**config.mk**
```make
export PLATFORM = sky130hd
export DESIGN_NAME = inter_neuron_scan
export DESIGN_NICKNAME = d
export VERILOG_FILES = /design/src/rtl/inter_neuron_scan.sv
export SDC_FILE = /design/constraint.sdc
export NUM_CORES = 1
export LEC_CHECK = 0
export BUFFER_PORTS_ARGS = -buffer_cell sky130_fd_sc_hd__buf_2
export CAP_MARGIN = 10
export CORE_MARGIN = 3
export CORE_UTILIZATION = 45
export CTS_CLUSTER_DIAMETER = 80
export DETAILED_ROUTE_END_ITERATION = 8
export GPL_TIMING_DRIVEN = 0
export PLACE_DENSITY = 0.62
export SLEW_MARGIN = 5
export SYNTH_ARGS = -nofsm -noshare
export SYNTH_HDL_FRONTEND = slang
export SYNTH_SLANG_ARGS = --single-unit
```
**constraint.sdc**
```tcl
create_clock -name clk -period 4.9 [get_ports clk]
set_input_delay 0.49 -clock clk [delete_from_list [all_inputs] [get_ports clk]]
set_output_delay 0.49 -clock clk [all_outputs]
set_load 0.05 [all_outputs]
```
**src/rtl/inter_neuron_scan.sv**
```systemverilog
// Interneuron between the direction ganglia and the memory neuron array:
// captures one flat sample, scans a descending threshold ladder and writes a shape code per matching rung.
module inter_neuron_scan #(
  parameter int DW      = 7,
  parameter int NTH     = 20,
  parameter int AW      = 5,
  parameter int TH_BASE = 100,
  parameter int TH_STEP = 5,
  parameter int TOL     = 0,
  parameter int CW      = $clog2(NTH + 1)
) (
  input  logic              clk,
  input  logic              rst_n,
  input  logic              mode,
  input  logic [DW-1:0]     flat,
  input  logic              flat_valid,
  output logic              flat_ready,
  output logic              wr_en,
  output logic [AW-1:0]     wr_addr,
  output logic [DW+AW-1:0]  wr_data,
  input  logic              wr_ack,
  output logic              done,
  output logic [CW-1:0]     hit_count
);

  typedef enum logic [1:0] {IDLE, SCAN, WRITE, DONE} state_t;

  state_t        state;
  logic [DW-1:0] f_reg;
  logic [AW-1:0] idx;
  logic [DW:0]   th;
  logic [DW:0]   f_ext;
  logic [DW:0]   diff;
  logic          match;
  logic          last;

  // Threshold and distance carry one extra bit so the subtraction never wraps.
  always_comb begin
    th    = (DW+1)'(TH_BASE) - (DW+1)'(int'(idx) * TH_STEP);
    f_ext = {1'b0, f_reg};
    diff  = (f_ext >= th) ? (f_ext - th) : (th - f_ext);
    match = (int'(diff) <= TOL);
    last  = (idx == AW'(NTH - 1));
  end

  assign flat_ready = (state == IDLE) && !mode;

  always_ff @(posedge clk or negedge rst_n) begin
    if (!rst_n) begin
      state     <= IDLE;
      f_reg     <= '0;
      idx       <= '0;
      hit_count <= '0;
      wr_en     <= 1'b0;
      wr_addr   <= '0;
      wr_data   <= '0;
      done      <= 1'b0;
    end else begin
      done <= 1'b0;
      case (state)
        IDLE: begin
          if (flat_valid && flat_ready) begin
            f_reg     <= flat;
            idx       <= '0;
            hit_count <= '0;
            state     <= SCAN;
          end
        end
        SCAN: begin
          if (mode) begin
            state <= IDLE;
          end else if (match) begin
            wr_en   <= 1'b1;
            wr_addr <= idx;
            wr_data <= {f_reg, idx};
            state   <= WRITE;
          end else if (last) begin
            done  <= 1'b1;
            state <= DONE;
          end else begin
            idx <= idx + AW'(1);
          end
        end
        WRITE: begin
          // A hold request only takes effect once the pending write is acknowledged.
          if (wr_ack) begin
            wr_en     <= 1'b0;
            hit_count <= hit_count + CW'(1);
            if (mode) begin
              state <= IDLE;
            end else if (last) begin
              done  <= 1'b1;
              state <= DONE;
            end else begin
              idx   <= idx + AW'(1);
              state <= SCAN;
            end
          end
        end
        DONE: begin
          state <= IDLE;
        end
        default: begin
          state <= IDLE;
        end
      endcase
    end
  end

endmodule

```
==> flow_summary.ini <==
[global_routing]
grt_pass1_vias = 1884
grt_remaining_overflow = 0
grt_max_degree = 34
grt_pass1_wl_um = 8790
antenna_found_initial = 0
grtUsageTotal = 0.174

[floorplan]
start_util = 0.476
core_um2 = 5240
io_pins = 37
die_w_um = 80.4
fp-row-count = 26
die_height_um = 80.4
die_area_um2 = 6460

[setup_path]
cp.arrival_ns = 4.79
timing.rr.start = idx[2]
startpoint_type = flip-flop
end_kind = flip-flop
reg2regPathDepth = 18
worstSetupPathType = reg -> reg
required_ns = 5.07
worst-path-max-fanout = 10
startpoint = idx[2]

[cts]
cts_tree = done
cts.htree.levels = 2
clock_latency_ns = 0.29
ctsHoldBuffers = 0
ctsRootBufferMaster = clkbuf_8
path_clk_slew_ns = 0.07
cts_buffer_depth = 2
cts_sinks = 33
cts_buffers = 5

[logic_synthesis]
yosysUniqueCellTypes = 47
synthArstFlopShare = 1.00
syn_area_um2 = 2490
synth_seq_cells = 33
synth_cells = 252
syn_nets = 296
synth_edf_count = 0
synth_top_flop_cell = dfrtp_1
synth-seq-area-share = 0.331
synth.avg_cell_area_um2 = 9.89
yosys_warnings = 0

[layout]
finalNonFillerCells = 369
layout_commonest_cell = buf_2
fin_area_um2 = 2890
fill_cells = 493
drive_gt1_frac = 0.271
antenna_cells = 0
layout_common_cells = buf_2 (36), inv_1 (33), dfrtp_1 (33)
largest_reg_flops = 8
layout.nets = 342
synthToLayoutAreaGrowth_pct = 15.9

[routing]
viasPerCell = 5.18
drtIter0Drc = 67
first_pass_iters = 4
vias = 1912
drc_errors = 0
avgRoutedWirePerCell_um = 14.0
routed_wl_um = 5160
antenna_left = 0

[sta]
max_freq_mhz = 217
slew_headroom = 0.515
finalSetupViolCount = 0
fin_crit_ns = 4.62
skew_ns = 0.00977
maxSlewViolCount = 0
hold_viol_final = 0
period_share = 0.942
tightest_slew_ns = 0.727
fin_tns_setup_ns = 0
rsz0062_at_grt = no

[placed_design]
port_buffers = 36
placed_cells = 358
dpl-instance-area_um2 = 2760
gp_congestion = 0.797
dpl.hpwl_um = 4020

[job]
drv_cap = 0

[status]
outcome = finished, final reports clean

[worst_hold_path]
min_path_type = in -> async
[metal layers]
layer  GRT usage  vias up  wire length [µm]
met5           0        -                 0
met4      0.0524        0                62
met3      0.0404        8               259
met2       0.280       49              2380
met1       0.232      883              2460
li1            -      972                 -
[per-stage QoR]
| stage | setup WS, ns | util | hold slack (ns) |
|---|---|---|---|
| 3_5_place_dp | 0.118 | 0.527 | 0.495 |
| 2_1_floorplan | 0.685 | - | 0.194 |
| 6_report | 0.282 | 0.551 | 0.256 |
| 5_1_grt | 0.0179 | 0.551 | 0.302 |
| 4_1_cts | 0.0908 | 0.543 | 0.286 |
| 3_3_place_gp | 0.170 | 0.527 | 0.491 |
[cell usage after synthesis, types with 2 or more instances]
| cell | instances | area share |
|---|---|---|
| o21ai_1 | 2 | 0.0040 |
| o21ba_2 | 2 | 0.0080 |
| buf_6 | 2 | 0.0090 |
| o21ai_0 | 9 | 0.018 |
| nand3_1 | 4 | 0.0080 |
| nor2b_1 | 10 | 0.025 |
| a21o_1 | 4 | 0.012 |
| o41ai_1 | 2 | 0.0070 |
| buf_4 | 5 | 0.015 |
| clkbuf_1 | 2 | 0.0030 |
| nand2b_1 | 4 | 0.010 |
| xor2_1 | 4 | 0.014 |
| o2111ai_1 | 2 | 0.0070 |
| mux2i_1 | 3 | 0.012 |
| inv_1 | 33 | 0.050 |
| dfrtp_1 | 33 | 0.33 |
| o211a_1 | 2 | 0.0080 |
| nor3_1 | 2 | 0.0040 |
| o21bai_1 | 4 | 0.012 |
| nand2_1 | 15 | 0.023 |
| xnor2_1 | 5 | 0.018 |
| mux2_2 | 11 | 0.050 |
| nand4_1 | 3 | 0.0075 |
| nor2_1 | 9 | 0.014 |
| mux2_4 | 10 | 0.060 |
| ha_1 | 32 | 0.16 |
| a21oi_1 | 15 | 0.030 |
| a31oi_1 | 3 | 0.0075 |
| or3_1 | 2 | 0.0050 |
[critical path: stages (launching register included)]
cell and delay, ns:
dfrtp_1 0.48, ha_1 0.33, inv_1 0.04, ha_1 0.29
ha_1 0.35, nor2b_1 0.15, a221o_1 0.35, xor2_1 0.27
ha_1 0.30, buf_6 0.14, or3_1 0.33, a21oi_1 0.13
o2111ai_1 0.17, o21ai_1 0.16, o2111ai_1 0.16, o2bb2ai_4 0.28
nand2_4 0.09, buf_6 0.18, mux2_4 0.30
[worst paths after layout]
path	endpoint	slack (ns)
setup / recovery	wr_data[11]	0.28
hold / removal	wr_data[8]	0.26
setup reg to reg	wr_data[11]	0.28
hold reg to reg	wr_data[9]	0.51
max in group asynchronous	idx[2]	4.18
min in group clk	f_reg[0]	0.43
[cell type report]
cell class	count	area, µm²	area share
repair buffers	39	203	0.0702
flip-flops and latches	33	826	0.286
multi-input cells	177	1490	0.517
clock inverters	3	17.5	0.00607
inverters	33	124	0.0429
clock buffers	5	68.8	0.0238
well taps	70	87.6	0.0303
plain buffers	9	67.6	0.0234
[cell families (layout without fill, tap and decap cells)]
group	Yosys count	in the layout	synth area share
simple gates	55	55	0.117
mux	24	24	0.122
xor+xnor	9	9	0.0316
flops	33	33	0.331
buf+inv	42	89	0.0768
fa+ha+maj	32	32	0.161
compound gates	57	57	0.161
[repair_timing]
| action | 4_1_cts | 5_1_grt |
|---|---|---|
| buffers inserted | 0 | 3 |
| gates resized for setup | 0 | 2 |
| endpoints found under the setup margin | 0 | 13 |
Power is not shown: default switching activity piles up to over one toggle a cycle in this logic, so the estimate is an artifact.
